`src/rtl/wb_stage.sv`:
```
// wb_stage: RV32I writeback stage.
// Aligns/extends load data and issues one registered regfile write per instruction.
module wb_stage #(
    parameter int XLEN = 32
) (
    input  logic            clk,
    input  logic            rst_n,
    input  logic            mem_valid_i,
    output logic            mem_ready_o,
    input  logic [4:0]      mem_rd_i,
    input  logic            mem_reg_write_i,
    input  logic            mem_is_load_i,
    input  logic [2:0]      mem_funct3_i,
    input  logic [XLEN-1:0] mem_result_i,
    input  logic            dmem_rvalid_i,
    input  logic [XLEN-1:0] dmem_rdata_i,
    output logic [4:0]      rd_o,
    output logic [XLEN-1:0] wd_o,
    output logic            reg_write_o,
    output logic            err_o,
    output logic            busy_o
);

    typedef enum logic [0:0] {
        IDLE      = 1'b0,
        WAIT_LOAD = 1'b1
    } state_t;

    state_t          state_q, state_d;
    logic [4:0]      rd_q, rd_d;
    logic [XLEN-1:0] wd_q, wd_d;
    logic            we_q, we_d;
    logic            err_q, err_d;
    logic [4:0]      ld_rd_q, ld_rd_d;
    logic [2:0]      ld_f3_q, ld_f3_d;
    logic [1:0]      ld_off_q, ld_off_d;
    logic            ld_we_q, ld_we_d;

    logic            accept;
    logic            ld_illegal;
    logic [7:0]      ld_byte;
    logic [15:0]     ld_half;
    logic [XLEN-1:0] ld_data;

    assign mem_ready_o = (state_q != WAIT_LOAD);
    assign busy_o      = (state_q == WAIT_LOAD);
    assign accept      = mem_valid_i && mem_ready_o;
    assign rd_o        = rd_q;
    assign wd_o        = wd_q;
    assign reg_write_o = we_q;
    assign err_o       = err_q;

    // Classify the incoming load as misaligned or unsupported.
    always_comb begin
        ld_illegal = 1'b0;
        case (mem_funct3_i)
            3'b000, 3'b100: ld_illegal = 1'b0;
            3'b001, 3'b101: ld_illegal = mem_result_i[0];
            3'b010:         ld_illegal = |mem_result_i[1:0];
            default:        ld_illegal = 1'b1;
        endcase
    end

    // Select the addressed byte/half of the returned word and extend it.
    always_comb begin
        ld_byte = dmem_rdata_i[{ld_off_q, 3'b000} +: 8];
        ld_half = dmem_rdata_i[{ld_off_q[1], 4'b0000} +: 16];
        ld_data = dmem_rdata_i;
        case (ld_f3_q)
            3'b000:  ld_data = {{24{ld_byte[7]}}, ld_byte};
            3'b100:  ld_data = {24'b0, ld_byte};
            3'b001:  ld_data = {{16{ld_half[15]}}, ld_half};
            3'b101:  ld_data = {16'b0, ld_half};
            default: ld_data = dmem_rdata_i;
        endcase
    end

    // Next-state and registered-output logic; rd/wd only move on a real write.
    always_comb begin
        state_d  = state_q;
        rd_d     = rd_q;
        wd_d     = wd_q;
        we_d     = 1'b0;
        err_d    = 1'b0;
        ld_rd_d  = ld_rd_q;
        ld_f3_d  = ld_f3_q;
        ld_off_d = ld_off_q;
        ld_we_d  = ld_we_q;
        case (state_q)
            IDLE: begin
                if (accept) begin
                    if (mem_is_load_i) begin
                        if (ld_illegal) begin
                            err_d = 1'b1;
                        end else begin
                            ld_rd_d  = mem_rd_i;
                            ld_f3_d  = mem_funct3_i;
                            ld_off_d = mem_result_i[1:0];
                            ld_we_d  = mem_reg_write_i;
                            state_d  = WAIT_LOAD;
                        end
                    end else begin
                        we_d = mem_reg_write_i && (mem_rd_i != 5'd0);
                        if (we_d) begin
                            rd_d = mem_rd_i;
                            wd_d = mem_result_i;
                        end
                    end
                end
            end
            WAIT_LOAD: begin
                if (dmem_rvalid_i) begin
                    we_d = ld_we_q && (ld_rd_q != 5'd0);
                    if (we_d) begin
                        rd_d = ld_rd_q;
                        wd_d = ld_data;
                    end
                    state_d = IDLE;
                end
            end
            default: state_d = IDLE;
        endcase
    end

    // State and output registers.
    always_ff @(posedge clk or negedge rst_n) begin
        if (!rst_n) begin
            state_q  <= IDLE;
            rd_q     <= 5'd0;
            wd_q     <= '0;
            we_q     <= 1'b0;
            err_q    <= 1'b0;
            ld_rd_q  <= 5'd0;
            ld_f3_q  <= 3'd0;
            ld_off_q <= 2'd0;
            ld_we_q  <= 1'b0;
        end else begin
            state_q  <= state_d;
            rd_q     <= rd_d;
            wd_q     <= wd_d;
            we_q     <= we_d;
            err_q    <= err_d;
            ld_rd_q  <= ld_rd_d;
            ld_f3_q  <= ld_f3_d;
            ld_off_q <= ld_off_d;
            ld_we_q  <= ld_we_d;
        end
    end

endmodule

```
`config.mk`:
```
export PLATFORM = sky130hd
export DESIGN_NAME = wb_stage
export DESIGN_NICKNAME = d
export VERILOG_FILES = /design/src/rtl/wb_stage.sv
export SDC_FILE = /design/constraint.sdc
export NUM_CORES = 1
export LEC_CHECK = 0
export ABC_AREA = 1
export CORE_UTILIZATION = 40
export CTS_CLUSTER_SIZE = 16
export DETAILED_ROUTE_END_ITERATION = 12
export GPL_TIMING_DRIVEN = 1
export PLACE_DENSITY = 0.85
export SLEW_MARGIN = 20
export SYNTH_ARGS = -nofsm -noshare
export SYNTH_HDL_FRONTEND = slang
export SYNTH_SLANG_ARGS = --single-unit
```
`constraint.sdc`:
```
create_clock -name clk -period 1.5 [get_ports clk]
set_input_delay 0.225 -clock clk [delete_from_list [all_inputs] [get_ports clk]]
set_output_delay 0.225 -clock clk [all_outputs]
set_load 0.1 [all_outputs]
```
* After elaboration in Yosys (flattened, before gate mapping) *
Cells that the tools add are included.

storage, ports and cells
  register bits after elaboration = 51
  latch bits = 0
  RAM bits = 0
  bits in read-only memories = 0
  bits of input ports = 78
  output and inout port bits = 41
  word-level logic and storage cells = 64
  memories kept = 0

operators by class
  add/sub/neg operators = 0
  multiply operators = 0
  div/mod/pow operators = 0
  order comparisons = 0
  eq/ne operators = 12
  shift-type cells = 2
  multiplexer cells = 27
  bitwise gates (word level) = 2
  reduce and logical (&&, ||, !) cells = 12

operator list
  kind                                           count
  two-way mux 32 bit                             5
  case mux 32 bit (4 select lines)               1
  case mux 32 bit (2 select lines)               1
  indexed part select 32 x 6 -> 16 bit           1
  indexed part select 32 x 6 -> 8 bit            1
  two-way mux 5 bit                              5
  == test 3 bit, second input constant           4
  two-way mux 1 bit                              11
  case mux 5 bit (2 select lines)                1
  nonzero test 5 bit                             2
  == test 3 x 1 -> 1 bit, second input constant  2
  zero test 3 bit                                2
  != test 2 x 1 -> 1 bit, second input constant  3
  OR reduction 2 bit                             3
  AND reduction 5 bit                            1
  != test 2 bit, second input constant           2
  case mux 1 bit (2 select lines)                2
  AND reduction 4 bit                            1
  == test 3 x 2 -> 1 bit, second input constant  1
  logical AND 1 bit                              3
  case mux 1 bit (3 select lines)                1
  NOT 1 bit                                      2

* Longest topological paths before layout *
  depth after elaboration = 7
  mapped depth = 12
  mapped depth without buffers = 9

* Least setup slack after synthesis *
Ideal clock, no wire load.

  kind = flip-flop to flip-flop
  from = register state_q (netlist: busy_o)
  to = register rd_q[4] (netlist: rd_o[4])
  setup time = 0.128 ns
  arrival time = 2.413 ns
  data required time = 1.372 ns
  setup slack = -1.040 ns
  cell stages (with the launch flop) = 7
  buffers on the path = 2
  clock period less this slack = 2.540 ns
  cell sequence = dfrtp_1 > buf_6 > inv_4 > clkbuf_1 > nand2_1 > o211ai_1 > nand2_1

between the ends
  longest elaborated chain between the ends = 4
  elaborated cells on any way between the ends = 9
  those cells by class = eq/ne: 5; mux: 1; bitwise: 1; reduce/logical: 2

RTL lines
  item                                     RTL line  RTL
  from (decl)                              29        state_t state_q, state_d;
  from (signal assigned)                   138       state_q <= state_d;
  NOT 1 bit (no source line) (*)           -
  via mem_ready_o                          9         output logic mem_ready_o,
  logical AND 1 bit                        47        assign accept = mem_valid_i && mem_ready_o;
  != test 2 x 1 -> 1 bit (no source line)  -
  AND reduction 5 bit (no source line)     -
  to (signal assigned)                     139       rd_q <= rd_d;
  to (decl)                                30        logic [4:0] rd_q, rd_d;

The timed path passes the listed nets; every way through them passes the cells marked *.
A chain may end at the register's enable or synchronous reset.

* Final worst setup path *
  from = register state_q (netlist: busy_o)
  to = register wd_q[17] (netlist: wd_o[17])

between the ends
  longest elaborated chain between the ends = 4
  elaborated cells on any way between the ends = 9
  those cells by class = eq/ne: 5; mux: 1; bitwise: 1; reduce/logical: 2

RTL lines
  item                                     RTL line  RTL
  NOT 1 bit (no source line)               -
  logical AND 1 bit                        47
  != test 2 x 1 -> 1 bit (no source line)  -
  AND reduction 5 bit (no source line)     -
  to (signal assigned)                     140       wd_q <= wd_d;
  to (decl)                                31        logic [XLEN-1:0] wd_q, wd_d;

Several ways; a longest one is shown, not always the timed one.

==> impl_metrics.prom <==
# TYPE chip_impl_metric gauge
chip_impl_metric{name="areaGrowthSynthToFinish",unit="%"} 73.2
chip_impl_info{name="unrepaired_setup_endpoints_after_global_routing",value="true"} 1
chip_impl_metric{name="path_clk_slew",unit="ns"} 0.09
chip_impl_metric{name="ys_seq_area_frac",unit=""} 0.409
chip_impl_metric{name="number_of_h_tree_levels",unit=""} 2
chip_impl_info{name="start_kind",value="register"} 1
chip_impl_metric{name="seqPwrFrac",unit=""} 0.254
chip_impl_metric{name="io_pins",unit=""} 119
chip_impl_metric{name="diodes",unit=""} 0
chip_impl_metric{name="wire_per_inst",unit="um"} 16.2
chip_impl_metric{name="yosys_warnings",unit=""} 0
chip_impl_metric{name="p_sw_frac",unit=""} 0.524
chip_impl_metric{name="drive_above_1_share",unit=""} 0.211
chip_impl_info{name="cts_tree",value="done"} 1
chip_impl_metric{name="fin_worst_skew",unit="ns"} 0.0119
chip_impl_metric{name="ctsLongestPathBuffers",unit=""} 2
chip_impl_metric{name="number_of_distinct_library_cell_variants_in_the_gate_level_netlist_after_synthesis",unit=""} 21
chip_impl_metric{name="synth.cell_area",unit="um^2"} 3120
chip_impl_metric{name="mappedNetlistNets",unit=""} 557
chip_impl_metric{name="vdd_ir_drop_max",unit="uV"} 934
chip_impl_metric{name="hold_viol_final",unit=""} 0
chip_impl_info{name="violations_in_the_final_reports",value="setup timing"} 1
chip_impl_metric{name="grt-ovfl-total",unit=""} 0
chip_impl_metric{name="synthesis.instances",unit=""} 479
chip_impl_metric{name="maximum_number_of_pins_on_one_net_before_global_route_repair",unit=""} 52
chip_impl_metric{name="insertion_delay",unit="ns"} 0.32
chip_impl_metric{name="numCtsBuffers",unit=""} 5
chip_impl_metric{name="count_of_max_cap_constraint_violations",unit=""} 0
chip_impl_metric{name="max_clock_freq",unit="MHz"} 650
chip_impl_info{name="critical_path.reg2reg.startpoint",value="busy_o"} 1
chip_impl_metric{name="timing.final.ws_setup",unit="ns"} -0.0386
chip_impl_metric{name="critical_path_peak_fanout",unit=""} 9
chip_impl_metric{name="cellLeakagePower",unit="nW"} 2.64
chip_impl_metric{name="first_pass_grt_wire_length",unit="um"} 16500
chip_impl_metric{name="detail-route-antenna-nets",unit=""} 0
chip_impl_metric{name="chipWidth",unit="um"} 90.3
chip_impl_metric{name="cell_internal_pwr",unit="mW"} 4.15
chip_impl_metric{name="final_core_utilization",unit=""} 0.730
chip_impl_metric{name="drt_wl_total",unit="um"} 11700
chip_impl_metric{name="post-route-drc-count",unit=""} 0
chip_impl_metric{name="via_per_inst",unit=""} 5.46
chip_impl_metric{name="dr.pass1.iters",unit=""} 8
chip_impl_metric{name="row_count",unit=""} 31
chip_impl_metric{name="number_of_sinks_driven_by_the_clock_tree",unit=""} 51
chip_impl_metric{name="track_usage",unit=""} 0.248
chip_impl_metric{name="finish.net_count",unit=""} 699
chip_impl_info{name="clock_tree.root_cell",value="clkbuf_8"} 1
chip_impl_metric{name="first_global_vias",unit=""} 3464
chip_impl_metric{name="cellPowerDensity",unit="nW/um^2"} 1610
chip_impl_metric{name="clkPwrFrac",unit=""} 0.093
chip_impl_metric{name="slew_viol_final",unit=""} 0
chip_impl_info{name="critical_path_class",value="register to register"} 1
chip_impl_metric{name="final_critical_path_time_including_i_o_delays_and_setup",unit="ns"} 1.54
chip_impl_info{name="critical_path.startpoint",value="busy_o"} 1
chip_impl_info{name="timing.hold.worst.class",value="primary input to async pin"} 1
chip_impl_metric{name="core_area",unit="um^2"} 7410
chip_impl_metric{name="yosys_register_bits",unit=""} 51
chip_impl_metric{name="netSwitchingPower",unit="mW"} 4.56
chip_impl_metric{name="min_period_over_period",unit=""} 1.03
chip_impl_metric{name="detailroute.via_count",unit=""} 3935
chip_impl_metric{name="overall_die_area",unit="um^2"} 8160
chip_impl_metric{name="initial_antenna_violation_count",unit=""} 0
chip_impl_metric{name="place_congestion",unit=""} 0.919
chip_impl_info{name="setup.worst_path.end_class",value="register"} 1
chip_impl_metric{name="arrival",unit="ns"} 1.80
chip_impl_metric{name="timing.final.setup_violations",unit=""} 3
chip_impl_metric{name="placement.io_buffers",unit=""} 118
chip_impl_metric{name="dpl.hpwl",unit="um"} 7560
chip_impl_metric{name="slew_headroom",unit=""} 0.743
chip_impl_metric{name="initial_utilization",unit=""} 0.421
chip_impl_metric{name="critPathRequiredTime",unit="ns"} 1.76
chip_impl_metric{name="drt_iter0_markers",unit=""} 455
chip_impl_metric{name="pre_cts_slack",unit="ns"} -0.213
chip_impl_metric{name="worst_pin_slew",unit="ns"} 0.382
chip_impl_info{name="outcome",value="finished with violations"} 1
chip_impl_metric{name="comb_pwr_share",unit=""} 0.654
chip_impl_metric{name="finalHoldWorstSlack",unit="ns"} 0.441
chip_impl_metric{name="synth.avg_cell_area",unit="um^2"} 6.51
chip_impl_metric{name="die-height",unit="um"} 90.3
[cell usage after synthesis, drive strengths merged]
library cell | instances | share of area
nand3 | 37 | 0.059
nand2 | 168 | 0.21
a21oi | 42 | 0.067
o21a | 1 | 0.0024
inv | 38 | 0.047
clkbuf | 12 | 0.014
nor3 | 3 | 0.0048
nor2 | 80 | 0.097
nand3b | 1 | 0.0024
o211ai | 5 | 0.012
buf | 15 | 0.032
nand4 | 2 | 0.0040
o21ai | 24 | 0.042
dfrtp | 51 | 0.41
[metal layers]
layer,vias up,track usage,share of wire
met5,-,0,0
met4,0,0.0887,0.049
met3,60,0.0370,0.088
met2,275,0.430,0.50
met1,1806,0.314,0.37
li1,1794,-,-
[per-stage QoR]
stage	power [mW]	cells	setup TNS, ns	area, um^2
after floorplan	5.38	479	-6.15	3170
after global placement	7.53	705	-4.20	5030
after detailed placement	7.64	705	-6.57	5030
after CTS	8.44	714	0	5140
after global routing	9.03	721	-2.34	5410
final	8.71	721	-0.0487	5410
[final cells by class]
class | instances | area [um^2]
Inverter | 38 | 148
Tap cell | 99 | 124
Timing Repair Buffer | 162 | 2080
Multi-Input combinational cell | 363 | 1680
Clock inverter | 2 | 12.5
Sequential cell | 51 | 1280
Clock buffer | 6 | 72.6
Fill cell | 491 | 2000
[cell usage in the layout (no fill, tap or decap), drive strengths merged]
cell type        n
a21oi           42
buf             80
clkbuf          11
clkdlybuf4s50   76
clkinv           1
clkinvlp         1
dfrtp           51
dlygate4sd3      1
inv             38
nand2          168
nand3           37
nand3b           1
nand4            2
nor2            80
nor3             3
o211ai           5
o21a             1
o21ai           24
[final timing paths]
check                                 to  slack, ns  cells past startpoint
worst max-delay path            wd_o[17]      -0.04                     10
worst min-delay path             rd_o[0]       0.44                      3
worst max register to register  wd_o[17]      -0.04                     10
worst min register to register   ld_we_q       0.51                      2
max in group asynchronous       wd_o[31]       0.81                      3
min in group clk                 ld_we_q       0.51                      2
[critical path: stages (launching register included)]
cell and delay [ns]:
dfrtp_4 0.52, inv_6 0.08, nand2_4 0.05, nor2_4 0.10
nand2_4 0.08, nand2_4 0.11, nand2_8 0.11, clkbuf_16 0.19
nor2_1 0.11, nand2_1 0.07, nand2_1 0.06
[state kept, by name, summed over array words and instances, names as in the netlist]
register / count
reg_write_o: 1
ld_rd_q: 5
ld_f3_q: 3
err_o: 1
ld_off_q: 2
wd_o: 32
rd_o: 5
busy_o: 1
ld_we_q: 1
[what timing repair did]
action | in CTS | in global routing
pin swaps | 0 | 4
hold endpoints to repair | 51 | 0
gates resized for setup | 2 | 41
hold buffers | 1 | 0
setup endpoints to repair | 1 | 33
buffers inserted | 0 | 1
cloned | 0 | 6
[cells by family after synthesis]
kind of cell           synth area share
flip-flops                        0.409
AND/OR/NAND/NOR                   0.374
AO/OA/AOI/OAI                     0.124
buffers and inverters            0.0934
[power groups by stage]
stage,registers (mW),logic (mW),clock network [mW]
after floorplan,4.32,1.06,0
after global placement,2.19,5.33,0
after detailed placement,2.21,5.43,0
after CTS,2.19,5.45,0.808
after global routing,2.25,5.91,0.859
final,2.21,5.69,0.806
Power figures use the tool's default switching activity.
==> RTL edit 1: new RTL, same settings <==
Reset style: synchronous (`rst_n`), changed in one clocked block.
--- a/src/rtl/wb_stage.sv
+++ b/src/rtl/wb_stage.sv
@@ -124,5 +124,5 @@
 
     // State and output registers.
-    always_ff @(posedge clk or negedge rst_n) begin
+    always_ff @(posedge clk) begin
         if (!rst_n) begin
             state_q  <= IDLE;
Formal check against the unedited RTL: differs if rst_n is asserted again (counterexample within 4 cycles, from zero or initial values and one cycle with rst_n low); with rst_n held inactive, the same outputs for 4 cycles.
==> RTL edit 1 against the original RTL <==
- wire length decreased by 9.1%
- synthesized cell count is 11% higher
- area after synthesis increased by 4.7%
- setup slack improved by 110 ps
- final area is 1.5% lower
- sequential share of layout area down 4.4 points
- sequential cell count unchanged
- via count decreased by 3.4%
Power is not compared: it rests on default switching activity, and its combinational part moved more than twofold at a synthesized area within 25%.
==> RTL edit 1: results (changes against the original RTL) <==
[final_layout]
multi_input_area_mm2 = 0.00188  ; +11%
fillers = 641  ; +31%
seq_share_pct = 19.3  ; -4.4 points
num-nonclk-inverters = 60  ; +58%
multi_input_cells = 389  ; +7.2%
clk_share_pct = 2.21  ; +0.63 points

[min_path]
min_path_type = reg -> reg

[timing]
maxSlewHeadroom_pct = 83.3  ; +9.0 points
fin_hold_ws_ps = 518  ; +77.6 ps

[place]
dpl-instance-area_mm2 = 0.00514  ; +2.2%
dp_cells = 754  ; +7.0%
dpl_worst_slack_ps = -170  ; +42.9 ps

[routing]
vias = 3803  ; -3.4%
routed-wl-met3_um = 717  ; -30%
drt_wl_total_mm = 10.6  ; -9.1%
drtPass1Iterations = 4  ; -4

[setup_path]
arrival_ps = 1200  ; -600 ps
crit_path_frequent_cell = buf_12
slowest_stage = dfxtp_4
r2r_cells = 9  ; -1

[grt]
grt_max_degree = 34  ; -35%
use_met3_pct = 5.58  ; +1.9 points
grt_pass1_wl_mm = 17.4  ; +5.7%

[floorplan]
well_tap_count = 102  ; +3.0%

[synth]
avgSynthCellArea_um2 = 6.16  ; -5.4%
yosysUniqueCellTypes = 27  ; +29%
syn-num-nets = 608  ; +9.2%
ys_top_cells_by_count = nand2_1, nor2_1, inv_1
synth_flop_cell = dfxtp_1
synth_area_leaders = dfxtp_1, nand2_1, a21oi_1

[run_status]
status = finished, final reports clean

[cts]
ctsResizeCount = 3  ; +1

==> RTL edit 1: worst max path at each step <==
| stage | slack (ps) | cells past startpoint | start | end |
|---|---|---|---|---|
| after global routing | 2 | 9 | ld_off_q[1] | wd_o[8] |
| after floorplan | 30 | 7 | busy_o | wd_o[11] |
| after CTS | 20 | 9 | ld_off_q[1] | wd_o[9] |
| after detailed placement | -170 | 10 | mem_rd_i[4] | wd_o[22] |
| final | 70 | 3 | busy_o | mem_ready_o |
| after global placement | -130 | 10 | mem_rd_i[4] | wd_o[21] |
==> RTL edit 1: cell families (layout without fill, tap and decap cells) <==
kind of cell	Yosys count	in the layout	share of synthesized area, %
and+or+nand+nor	294	294	40.3
DFF	51	51	31.3
buffers and inverters	90	221	11.9
AOI/OAI and AO/OA	95	95	16.5
==> RTL edit 2: new RTL, config.mk and constraints unchanged <==
Without the edit above. Take the reset off `rd_q` and `wd_q` and load them in a clocked block of their own.
--- a/src/rtl/wb_stage.sv
+++ b/src/rtl/wb_stage.sv
@@ -127,6 +127,4 @@
         if (!rst_n) begin
             state_q  <= IDLE;
-            rd_q     <= 5'd0;
-            wd_q     <= '0;
             we_q     <= 1'b0;
             err_q    <= 1'b0;
@@ -137,6 +135,4 @@
         end else begin
             state_q  <= state_d;
-            rd_q     <= rd_d;
-            wd_q     <= wd_d;
             we_q     <= we_d;
             err_q    <= err_d;
@@ -148,4 +144,9 @@
     end
 
+    always_ff @(posedge clk) begin
+        rd_q <= rd_d;
+        wd_q <= wd_d;
+    end
+
 endmodule
 
Check against the original RTL: not equivalent (Yosys sat finds a counterexample within 4 cycles, from zero or initial values and one cycle with rst_n low).
==> RTL edit 2 against the original RTL <==
- the flow still finishes with violations (negative setup slack)
- area after synthesis shrank 4.5%
- final area shrank 1.7%
- maximum frequency shrank 3.8%
- first-iteration DRC count shrank 18%
- wire length shrank 7.7%
- via count shrank 16%
- critical path type unchanged
- final cell count shrank 14%
- setup slack lost 61 ps
- sequential cell count is the same
- synthesized cell count shrank 22%
- count of clock-buffer cells in the layout shrank 1
Power is not compared: it rests on default switching activity, and its combinational part moved more than twofold at a synthesized area within 25%.
==> RTL edit 2: results (changes against the original RTL) <==
[synth]
syn-num-nets = 452  ; -19%
synth_area_leaders = edfxtp_1, nand2_1, dfrtp_1
seq_area_frac_synth_pct = 49.0  ; +8.1 points
avgSynthCellArea_um2 = 7.97  ; +22%
ys_warn_count = 0  ; unchanged
synth_edf_count = 37  ; +37
synth.most_common_cell = nand2_1
ys_top_cells_by_count = nand2_1, inv_1, edfxtp_1
yosysUniqueCellTypes = 26  ; +24%

[routing]
drt_iter0_drc = 371  ; -18%
wl_per_cell_um = 17.3  ; +7.2%
wirelength_met1_mm = 3.86  ; -9.9%
drt_wl_total_mm = 10.8  ; -7.7%
drtPass1Iterations = 5  ; -3
via_per_inst = 5.32  ; -2.6%
wl_met2_mm = 5.53  ; -4.4%
routed-wl-met3_mm = 1.03  ; +0.29%

[place]
dp_hpwl_mm = 6.76  ; -11%
gp_congestion = 0.838  ; -8.8%
dpl_worst_slack_ps = -232  ; -19.7 ps
dpl-instance-area_mm2 = 0.00486  ; -3.5%

[timing]
layout_setup_ws_ps = -99.6  ; -61.0 ps
fin_skew_ps = 16.4  ; +4.46 ps
fin_hold_ws_ps = 190  ; -251 ps
setup_viol = 27  ; +24
maxSlewHeadroom_pct = 70.8  ; -3.5 points
fin_setup_tns_ps = -1050  ; -1000 ps

[final_layout]
clk_share_pct = 1.93  ; +0.36 points
layout-drive-gt1-share_pct = 30.1  ; +9.0 points
multi_input_cells = 254  ; -30%
multi_input_area_share_pct = 25.3  ; -5.8 points
n_all_buffers = 159  ; -1.9%
buf_share_pct = 39.0  ; +0.52 points
fillers = 460  ; -6.3%
regArea_mm2 = 0.00147  ; +14%
final_nets = 599  ; -14%
num-nonclk-inverters = 50  ; +32%

[setup_path]
reg2reg_to = wd_o[1]
r2r_cells = 6  ; -4
reg2reg_from = ld_off_q[1]
slowest_delay_ps = 500  ; -20 ps
crit_family = flip-flops
slowest_stage = dfrtp_2
critPathMaxFanout = 7  ; -2

[grt]
gr-usage-met1_pct = 25.6  ; -5.8 points
grt_max_degree = 31  ; -40%
use_met3_pct = 4.76  ; +1.1 points
grt_pass1_vias = 2968  ; -14%
grt_pass1_wl_mm = 13.6  ; -17%
grt_usage_pct = 23.0  ; -1.8 points

[cts]
htree_levels = 2  ; unchanged
path_clk_slew_ps = 110  ; +20 ps
clock_latency_ps = 340  ; +20 ps

[run_status]
failed_checks = negative setup slack
status = finished with violations

-- RTL edit 2: cell count changes after synthesis, moves of 10 or more --
| cell | before | now |
|---|---|---|
| nand3_2 | 0 | 10 |
| or2_2 | 0 | 16 |
| nand3_1 | 37 | 17 |
| nand2_1 | 163 | 110 |
| o21ai_1 | 0 | 13 |
| edfxtp_1 | 0 | 37 |
| dfrtp_1 | 51 | 14 |
| nor2_1 | 79 | 17 |
-- RTL edit 2: timing repair --
action / in CTS / in global routing
resized for setup: 3 / 39
endpoints found under the setup margin: 26 / 31
setup buffers: 3 / 7
pin swaps: 1 / 11
gates cloned: 0 / 5
-- RTL edit 2: power by group --
group | switching [µW] | internal (µW)
Sequential | 135 | 1690
Clock | 571 | 356
Combinational | 1490 | 1070
Total | 2190 | 3120
-- RTL edit 2: cells by family (layout without fill, tap and decap cells) --
kind of cell	count (synthesis)	after routing	synth area share (%)
flops	51	51	49.0
compound gates	71	71	12.0
buf+inv	69	217	10.5
simple gates	183	183	28.5
